<file path="src/rtl/tl_rr_arbiter.sv">
// tl_rr_arbiter
// Drains four show-ahead virtual-channel FIFOs into one downstream stream.
// One FIFO is granted at a time, in round-robin order, for a burst of at most
// MAX_BURST consecutive pops. The popped word and its source index are
// registered toward the link-layer FIFO. Downstream almost-full stalls popping.
//
// Build option: define TL_ARB_STRICT_PRIO_EN to replace round-robin with fixed
// priority (FIFO0 highest); burst limit and inter-burst gaps are unchanged.
//
// Ports:
//   clk                    single clock, rising edge
//   rst_n                  synchronous reset, ACTIVE-HIGH (name kept for compatibility)
//   request                drain enable, sampled every cycle
//   empty0..empty3         FIFO N empty flag
//   data_out0..data_out3   FIFO N head word (valid while emptyN=0)
//   out_afull              downstream almost-full (>=1 free slot while high)
//   pop0..pop3             combinational pop to FIFO N
//   out_push               registered downstream write strobe
//   out_data               registered word ([9:8] class, [7:0] payload, untouched)
//   out_src                registered source FIFO index of out_data
//   busy                   registered, high while in SERVE
module tl_rr_arbiter #(
  parameter int DATA_W    = 10,
  parameter int MAX_BURST = 4
) (
  input  logic              clk,
  input  logic              rst_n,
  input  logic              request,
  input  logic              empty0,
  input  logic              empty1,
  input  logic              empty2,
  input  logic              empty3,
  input  logic [DATA_W-1:0] data_out0,
  input  logic [DATA_W-1:0] data_out1,
  input  logic [DATA_W-1:0] data_out2,
  input  logic [DATA_W-1:0] data_out3,
  input  logic              out_afull,
  output logic              pop0,
  output logic              pop1,
  output logic              pop2,
  output logic              pop3,
  output logic              out_push,
  output logic [DATA_W-1:0] out_data,
  output logic [1:0]        out_src,
  output logic              busy
);

  typedef enum logic {IDLE, SERVE} state_t;

  state_t            state, state_nx;
  logic [1:0]        grant, grant_nx;
  logic [1:0]        last_grant, last_grant_nx;
  logic [3:0]        burst_cnt, burst_cnt_nx;

  logic [3:0]        empty_v;
  logic              any_ready;
  logic [1:0]        pick;
  logic              found;
  logic [1:0]        idx;
  logic              pop_fire;
  logic [3:0]        pop_v;
  logic [DATA_W-1:0] head;

  assign empty_v   = {empty3, empty2, empty1, empty0};
  assign any_ready = ~&empty_v;

  // Arbitration: first non-empty FIFO in scan order.
  always_comb begin
    pick  = '0;
    found = 1'b0;
    idx   = '0;
`ifdef TL_ARB_STRICT_PRIO_EN
    for (int unsigned i = 0; i < 4; i++) begin
      idx = 2'(i);
      if (!found && !empty_v[idx]) begin
        pick  = idx;
        found = 1'b1;
      end
    end
`else
    // Offsets 1..4 from last_grant; offset 4 wraps back onto last_grant itself.
    for (int unsigned i = 1; i <= 4; i++) begin
      idx = last_grant + 2'(i);
      if (!found && !empty_v[idx]) begin
        pick  = idx;
        found = 1'b1;
      end
    end
`endif
  end

  // State register and output registers.
  always_ff @(posedge clk) begin
    if (rst_n) begin
      state      <= IDLE;
      grant      <= '0;
      last_grant <= 2'd3;
      burst_cnt  <= '0;
      out_push   <= 1'b0;
      out_data   <= '0;
      out_src    <= '0;
      busy       <= 1'b0;
    end else begin
      state      <= state_nx;
      grant      <= grant_nx;
      last_grant <= last_grant_nx;
      burst_cnt  <= burst_cnt_nx;
      out_push   <= pop_fire;
      if (pop_fire) begin
        out_data <= head;
        out_src  <= grant;
      end
      busy       <= (state_nx == SERVE);
    end
  end

  // Next-state logic.
  always_comb begin
    state_nx      = state;
    grant_nx      = grant;
    last_grant_nx = last_grant;
    burst_cnt_nx  = burst_cnt;
    unique case (state)
      IDLE: begin
        if (request && any_ready) begin
          grant_nx      = pick;
          last_grant_nx = pick;
          burst_cnt_nx  = '0;
          state_nx      = SERVE;
        end
      end
      SERVE: begin
        if (!request) begin
          state_nx = IDLE;
        end else if (empty_v[grant]) begin
          state_nx = IDLE;
        end else if (!out_afull) begin
          burst_cnt_nx = burst_cnt + 4'd1;
          if (burst_cnt == 4'(MAX_BURST - 1)) state_nx = IDLE;
        end
      end
      default: state_nx = IDLE;
    endcase
  end

  // Outputs: one-hot pop toward the granted FIFO, head word mux.
  always_comb begin
    pop_fire = (state == SERVE) & request & ~empty_v[grant] & ~out_afull & ~rst_n;
    pop_v    = pop_fire ? (4'b0001 << grant) : 4'b0000;
    pop0     = pop_v[0];
    pop1     = pop_v[1];
    pop2     = pop_v[2];
    pop3     = pop_v[3];
    unique case (grant)
      2'd0:    head = data_out0;
      2'd1:    head = data_out1;
      2'd2:    head = data_out2;
      default: head = data_out3;
    endcase
  end

endmodule

</file>
<file path="config.mk">
export PLATFORM = sky130hd
export DESIGN_NAME = tl_rr_arbiter
export DESIGN_NICKNAME = d
export VERILOG_FILES = /design/src/rtl/tl_rr_arbiter.sv
export SDC_FILE = /design/constraint.sdc
export NUM_CORES = 1
export LEC_CHECK = 0
export BUFFER_PORTS_ARGS = -buffer_cell sky130_fd_sc_hd__buf_2
export CORE_MARGIN = 3
export CORE_UTILIZATION = 30
export DETAILED_ROUTE_END_ITERATION = 6
export PLACE_DENSITY = 0.6
export SYNTH_ARGS = -nofsm -noshare
export SYNTH_HDL_FRONTEND = slang
export SYNTH_SLANG_ARGS = --single-unit
</file>
<file path="constraint.sdc">
create_clock -name clk -period 5 [get_ports clk]
set_clock_uncertainty 0.15 [all_clocks]
set_input_delay 0.5 -clock clk [delete_from_list [all_inputs] [get_ports clk]]
set_output_delay 0.5 -clock clk [all_outputs]
set_load 0.005 [all_outputs]
</file>
==> impl_metrics.tcl, run 1 <==
set metrics [dict create \
    leakage_nw 0.719 \
    grt_setup_unrepaired "no" \
    cts_setup_buffers 0 \
    synth_simple_gate_area_share_pct 22.4 \
    ios 66 \
    slew_headroom_pct 31.9 \
    rr_startpoint "grant[0]$_SDFFE_PP0P_" \
    hold_buffers 0 \
    worst_ep_required_time_ns 4.35 \
    cp-start-kind "flip-flop" \
    p_int_uw 330 \
    synth_xor_area_share_pct 0 \
    clock_latency_ns 0.26 \
    wl_mm 3.46 \
    ant_nets 0 \
    r2r_slack_ns 2.45 \
    tightest_slew_ns 1.01 \
    cap_violations 0 \
    ctsResizeCount 0 \
    synth-edff-count 0 \
    power_density_mw_per_mm2 254 \
    finalSetupTns_ns 0 \
    core_sq_mm 0.00412 \
    status "complete, no violations" \
    setup_viol 0 \
    ys_seq_area_share_pct 33.4 \
    antenna_found_initial 0 \
    dpl_cell_area_sq_mm 0.00165 \
    wire_per_inst_um 13.7 \
    syn-num-nets 194 \
    ys_seq_elements 22 \
    synthMuxAreaShare_pct 18.4 \
    pre_cts_slack_ns 1.77 \
    cts-buffers-inserted 3 \
    nets 253 \
    synthesis.area_sq_mm 0.00132 \
    first_global_vias 1217 \
    synth-adder-area-share_pct 0.948 \
    post_route_cells_drive_above_1_share_pct 39.4 \
    grt_usage_pct 13.1 \
    hold_viol 0 \
    dieWidth_um 72.3 \
    clock-sinks 22 \
    synth_warnings 0 \
    worst-endpoint-arrival_ns 2.81 \
    finalMaxSlewViolations 0 \
    fillCellCount 416 \
    setup_ws_ns 1.54 \
    path_max_fanout 19 \
    viasPerCell 5.21 \
    stdcell_area_sq_mm 0.00172 \
    fmax_mhz 289 \
    cts_tree "done" \
    drtIter0Drc 78 \
    grt.overflow.total 0 \
    placement.io_buffers 65 \
    drc 0 \
    worstHoldEndpoint "out_data[8]$_SDFFE_PP0P_" \
    vias 1319 \
    power_uw 439 \
    cts_root_buffer "clkbuf_8" \
    min_period_over_period_pct 69.1 \
    grt_max_degree 24 \
    diodes 0 \
    fin_cells 253 \
    critical-path-slowest-cell "dfxtp_1" \
    cp_cell_sequence "and3b_1, nor3_2, nand2_1, nor4b_1, buf_2" \
    critPathCaptureType "output pin" \
    area_growth_pct 30.6 \
    power_frac_seq_pct 44.0 \
    min_from "out_data[8]$_SDFFE_PP0P_" \
    rr_worst_depth 4 \
    whs_path_depth 2 \
    synth_compound_area_share_pct 19.9 \
    clk_pin_slew_ns 0.08 \
    die_y_um 72.3 \
    async_reset_ff_share_pct 0 \
    r2r_end "out_data[5]$_SDFFE_PP0P_" \
    syn_inst 145 \
    ys_types 39 \
    synth_top_family_by_area "simple AND/OR/NAND/NOR gates" \
    synth_ff_type "dfxtp_1" \
    syn-mean-instance-area_sq_um 9.10 \
    vdd_ir_drop_max_v 0.000101 \
    p_sw_share_pct 24.7 \
    dp_cells 249 \
    die_area_sq_mm 0.00523 \
    place.detailed.hpwl_mm 2.61 \
    postLayoutCoreUtil_pct 41.9 \
    rows 23 \
    holdWs_ns 0.327 \
    switchingPower_uw 108 \
    place.gp.congestion 0.795 \
    worstSetupPathType "flip-flop to output pin" \
    comb_power_share_pct 18.1 \
    initial_core_util_pct 32.1 \
    firstDrtPassIters 4 \
    hold_class "flip-flop to flip-flop" \
    clock_path_buffers 2 \
    pwr-share-clk_pct 37.9 \
    cp_slowest_stage_delay_ns 0.90 \
    h-tree-depth 1 \
    min_period_ns 3.46 \
    grt_pass1_wl_mm 5.55 \
]
-- cells in the final DEF, fill, tap and decap left out, types with 2 or more instances in the layout --
cell type,n
buf_2,65
dfxtp_1,22
a21oi_1,17
o21ai_0,15
nand3_1,13
nand2_1,9
mux4_2,8
nor2_1,5
nor3_1,4
inv_1,3
nand2b_1,3
clkbuf_8,3
o21a_1,2
and3b_1,2
nor4b_1,2
nor4_1,2
o221ai_1,2
nand4_1,2
o31a_1,2
nand4b_1,2
mux4_1,2
-- kinds of logic after synthesis --
family	count (synthesis)
AOI/OAI and AO/OA	45
adders and majority gates	1
buffers and inverters	14
DFF	22
muxes	11
and+or+nand+nor	52
-- Yosys cell counts, types with 2 or more instances --
cell type	number	area, sq um
dfxtp_1	22	440
nor4b_1	2	17.5
mux4_1	2	52.6
nand2_1	9	33.8
o21a_1	2	15.0
nand2b_1	3	18.8
clkbuf_1	5	18.8
a21oi_1	17	85.1
nor4_1	2	12.5
inv_1	3	11.3
mux4_2	8	180
and3b_1	2	17.5
buf_2	5	25.0
o21ai_0	15	75.1
nor3_1	4	20.0
nand4b_1	2	17.5
o221ai_1	2	17.5
nand3_1	13	65.1
nor2_1	5	18.8
o31a_1	2	17.5
nand4_1	2	12.5
-- power groups by stage --
stage | logic (mW) | clock network [mW] | registers (mW)
4_1_cts | 0.0800 | 0.170 | 0.193
5_1_grt | 0.0881 | 0.178 | 0.195
3_5_place_dp | 0.0799 | 0 | 0.197
6_report | 0.0796 | 0.166 | 0.193
2_1_floorplan | 0.0604 | 0 | 0.188
3_3_place_gp | 0.0793 | 0 | 0.197
-- metal layers --
layer	global-route usage (%)	wire [um]	vias up
li1	-	-	673
met1	19.2	1670	601
met2	19.8	1530	43
met3	1.80	222	2
met4	4.38	30	0
met5	0	0	-
-- cell type report --
cell class	count	area [sq um]	share of cell area, %
flip-flops and latches	22	440	25.5
clock buffers	3	41.3	2.39
inverters	3	11.3	0.653
multi-input cells	109	813	47.2
repair buffers	65	325	18.9
clock inverters	1	30.0	1.74
well taps	50	62.6	3.63
-- sequential cells by signal (all words and copies together), names as in the netlist --
register    cells
out_data       10
burst_cnt       4
grant           2
last_grant      2
out_src         2
out_push        1
state           1
-- critical path: cells and delay by family, from the launching register on --
family	cells	cell delay (ns)
DFF	1	0.90
and+or+nand+nor	4	1.48
buffers and inverters	1	0.17
-- how the worst max path moves through the flow --
stage                                     start   end  slack (ns)  cells after the start
after floorplan                          empty1  pop1        2.91                      5
final                     grant[0]$_SDFFE_PP0P_  pop1        1.54                      5
after detailed placement  grant[0]$_SDFFE_PP0P_  pop1        1.77                      5
after global routing      grant[0]$_SDFFE_PP0P_  pop2        1.22                      5
after global placement    grant[0]$_SDFFE_PP0P_  pop2        1.89                      5
after CTS                 grant[0]$_SDFFE_PP0P_  pop1        1.47                      5
(Power assumes the default switching activity.)
==> run 2, diff against run 1 <==
--- a/config.mk
+++ b/config.mk
@@ -5,11 +5,12 @@
 export SDC_FILE = /design/constraint.sdc
 export NUM_CORES = 1
 export LEC_CHECK = 0
+export ABC_AREA = 1
 export BUFFER_PORTS_ARGS = -buffer_cell sky130_fd_sc_hd__buf_2
 export CORE_MARGIN = 3
 export CORE_UTILIZATION = 30
 export DETAILED_ROUTE_END_ITERATION = 6
-export PLACE_DENSITY = 0.6
+export PLACE_DENSITY = 0.62
 export SYNTH_ARGS = -nofsm -noshare
 export SYNTH_HDL_FRONTEND = slang
 export SYNTH_SLANG_ARGS = --single-unit
==> constraint.sdc (replaced) <==
create_clock -name clk -period 2.8 [get_ports clk]
set_clock_uncertainty 0.15 [all_clocks]
set_input_delay 0.28 -clock clk [delete_from_list [all_inputs] [get_ports clk]]
set_output_delay 0.28 -clock clk [all_outputs]
set_load 0.005 [all_outputs]
==> run 2 against run 1 <==
Net effect:
- combinational power grew to 3.2 times the previous value
- clock-buffer cell count stayed put
- synthesized cell count is 57% higher
- clock power is 75% higher
- flip-flop and latch count stayed put
- critical endpoint unchanged
- critical path depth is 5 higher
- worst hold slack worse by 0.19 ns
- non-clock buffer count is 2 higher
==> impl_metrics.tcl, run 2 <==
set metrics [dict create \
    synth_top_family_by_area "simple AND/OR/NAND/NOR gates" \
    worst_ep_required_time_ns 2.37 \
    cts_tree "done" \
    firstDrtPassIters 4 \
    leakage_nw 1.01 \
    grt_pass1_wl_mm 6.19 \
    synthesis.area_sq_mm 0.00143 \
    die_area_sq_mm 0.00562 \
    reg.largest.list "out_data x10, burst_cnt x4" \
    place.detailed.hpwl_mm 3.07 \
    area_growth_pct 28.9 \
    synthTopCellsByArea "dfxtp_1, nand2_1, nand3_1" \
    cts_root_buffer "clkbuf_8" \
    worstSetupPathType "flip-flop to output pin" \
    stdcell_area_sq_mm 0.00184 \
    slew_headroom_pct 68.6 \
    placement.io_buffers 65 \
    diodes 0 \
    wire_per_inst_um 11.3 \
    syn_inst 228 \
    ys_seq_elements 22 \
    h-tree-depth 1 \
    synth_xor_area_share_pct 0.613 \
    ys_seq_area_share_pct 30.9 \
    status "complete, no violations" \
    grt_usage_pct 14.1 \
    cts-buffers-inserted 3 \
    rr_worst_depth 9 \
    syn-num-nets 277 \
    cp-start-kind "flip-flop" \
    nets 338 \
    final_cell_mix "nand2_1, buf_2, dfxtp_1, nand3_1, a21oi_1" \
    fmax_mhz 401 \
    clock-sinks 22 \
    dp_cells 336 \
    synthMuxAreaShare_pct 0 \
    synth_compound_area_share_pct 15.5 \
    largest_reg_flops 10 \
    first_global_vias 1368 \
    antenna_found_initial 0 \
    critPathCaptureType "output pin" \
    finalSetupTns_ns 0 \
    synth-edff-count 0 \
    ant_nets 0 \
    clock_path_buffers 2 \
    viasPerCell 4.61 \
    syn-mean-instance-area_sq_um 6.26 \
    initial_core_util_pct 31.9 \
    vdd_ir_drop_max_v 0.000244 \
    synth-adder-area-share_pct 0.876 \
    top_register "out_data" \
    netlist.area_leader.share_pct 30.9 \
    power_density_mw_per_mm2 484 \
    ios 66 \
    hold_class "input port to flip-flop" \
    rows 24 \
    wl_mm 3.83 \
    cap_violations 0 \
    hold_viol 0 \
    min_period_over_period_pct 89.1 \
    vias 1566 \
    drc 0 \
    dpl_cell_area_sq_mm 0.00177 \
    core_sq_mm 0.00447 \
    clk_pin_slew_ns 0.08 \
    grt_max_degree 14 \
    synth_simple_gate_area_share_pct 43.0 \
    grt_setup_unrepaired "no" \
    finalMaxSlewViolations 0 \
    clock_latency_ns 0.26 \
    yosys.area.top_type "dfxtp_1" \
    ys_types 26 \
    synth_common_cells "nand2_1, dfxtp_1, nand3_1" \
    fin_cells 340 \
    worst-endpoint-arrival_ns 2.07 \
    final_common_cell "nand2_1" \
    dieWidth_um 75.0 \
    place.gp.congestion 0.811 \
    async_reset_ff_share_pct 0 \
    post_route_cells_drive_above_1_share_pct 31.3 \
    yosysMostFrequentCell "nand2_1" \
    whs_path_depth 3 \
    grt.overflow.total 0 \
    min_period_ns 2.50 \
    tightest_slew_ns 0.470 \
    synth_warnings 0 \
    setup_viol 0 \
    die_y_um 75.0 \
    path_max_fanout 13 \
    drtIter0Drc 75 \
    synth_ff_type "dfxtp_1" \
]
-- run 2: area by class of cell --
type | count | area, sq um
fill | 470 | 2630
multi-input combinational | 178 | 860
sequential | 22 | 440
timing repair buffer | 67 | 340
tap | 52 | 65.1
inverter | 17 | 63.8
clock buffer | 3 | 41.3
clock inverter | 1 | 30.0
-- run 2: critical path, cell delays in order (launching register included) --
cell and delay, ns:
dfxtp_1 0.50, nand2_1 0.08, inv_1 0.30, nand2_1 0.11, nand3_1 0.15, nor2_4 0.07, nand2_4 0.10, nor2_8 0.04
inv_2 0.25, nor3_2 0.06, buf_2 0.13
-- run 2: report_power, final --
| group | switching (mW) | internal [mW] | total, mW | leakage [nW] |
|---|---|---|---|---|
| logic | 0.154 | 0.100 | 0.254 | 0.799 |
| registers | 0.0211 | 0.325 | 0.346 | 0.178 |
| clock network | 0.0998 | 0.191 | 0.290 | 0.0357 |
| total | 0.275 | 0.616 | 0.891 | 1.01 |
-- run 2: path summary, 6_finish.rpt --
check | from | slack, ns | end
worst min register to register | out_data[1]$_SDFFE_PP0P_ | 0.31 | out_data[1]$_SDFFE_PP0P_
worst max register to register | grant[1]$_SDFFE_PP0P_ | 0.80 | out_data[4]$_SDFFE_PP0P_
worst max-delay path | grant[1]$_SDFFE_PP0P_ | 0.30 | pop1
worst min-delay path | data_out3[1] | 0.14 | out_data[1]$_SDFFE_PP0P_
-- run 2: per-layer routing --
| metal | wire length (um) | up-vias | GRT usage (%) |
|---|---|---|---|
| li1 | - | 852 | - |
| met2 | 1640 | 52 | 20.5 |
| met5 | 0 | - | 0 |
| met4 | 35 | 0 | 4.15 |
| met3 | 271 | 2 | 3.20 |
| met1 | 1890 | 660 | 20.6 |
-- run 2: metrics by stage --
stage | hold WS, ns | worst slack [ns] | power, mW | util, %
after detailed placement | 0.296 | 0.422 | 0.609 | 39.5
after global placement | 0.294 | 0.470 | 0.607 | 39.5
after global routing | 0.142 | 0.0762 | 0.951 | 41.1
after floorplan | 0.292 | 1.06 | 0.533 | -
after CTS | 0.136 | 0.125 | 0.905 | 41.1
final | 0.141 | 0.304 | 0.891 | 41.1
-- run 2: what timing repair did --
action	in CTS	in global routing
gates resized for setup	0	1
setup buffers	0	0
setup endpoints to repair	0	2
endpoints found under the hold margin	0	0
hold buffers	0	0
-- run 2: cell families after synthesis --
family / after synthesis
compound gates: 34
flops: 22
fa+ha+maj: 1
buf+inv: 28
simple gates: 142
xor+xnor: 1
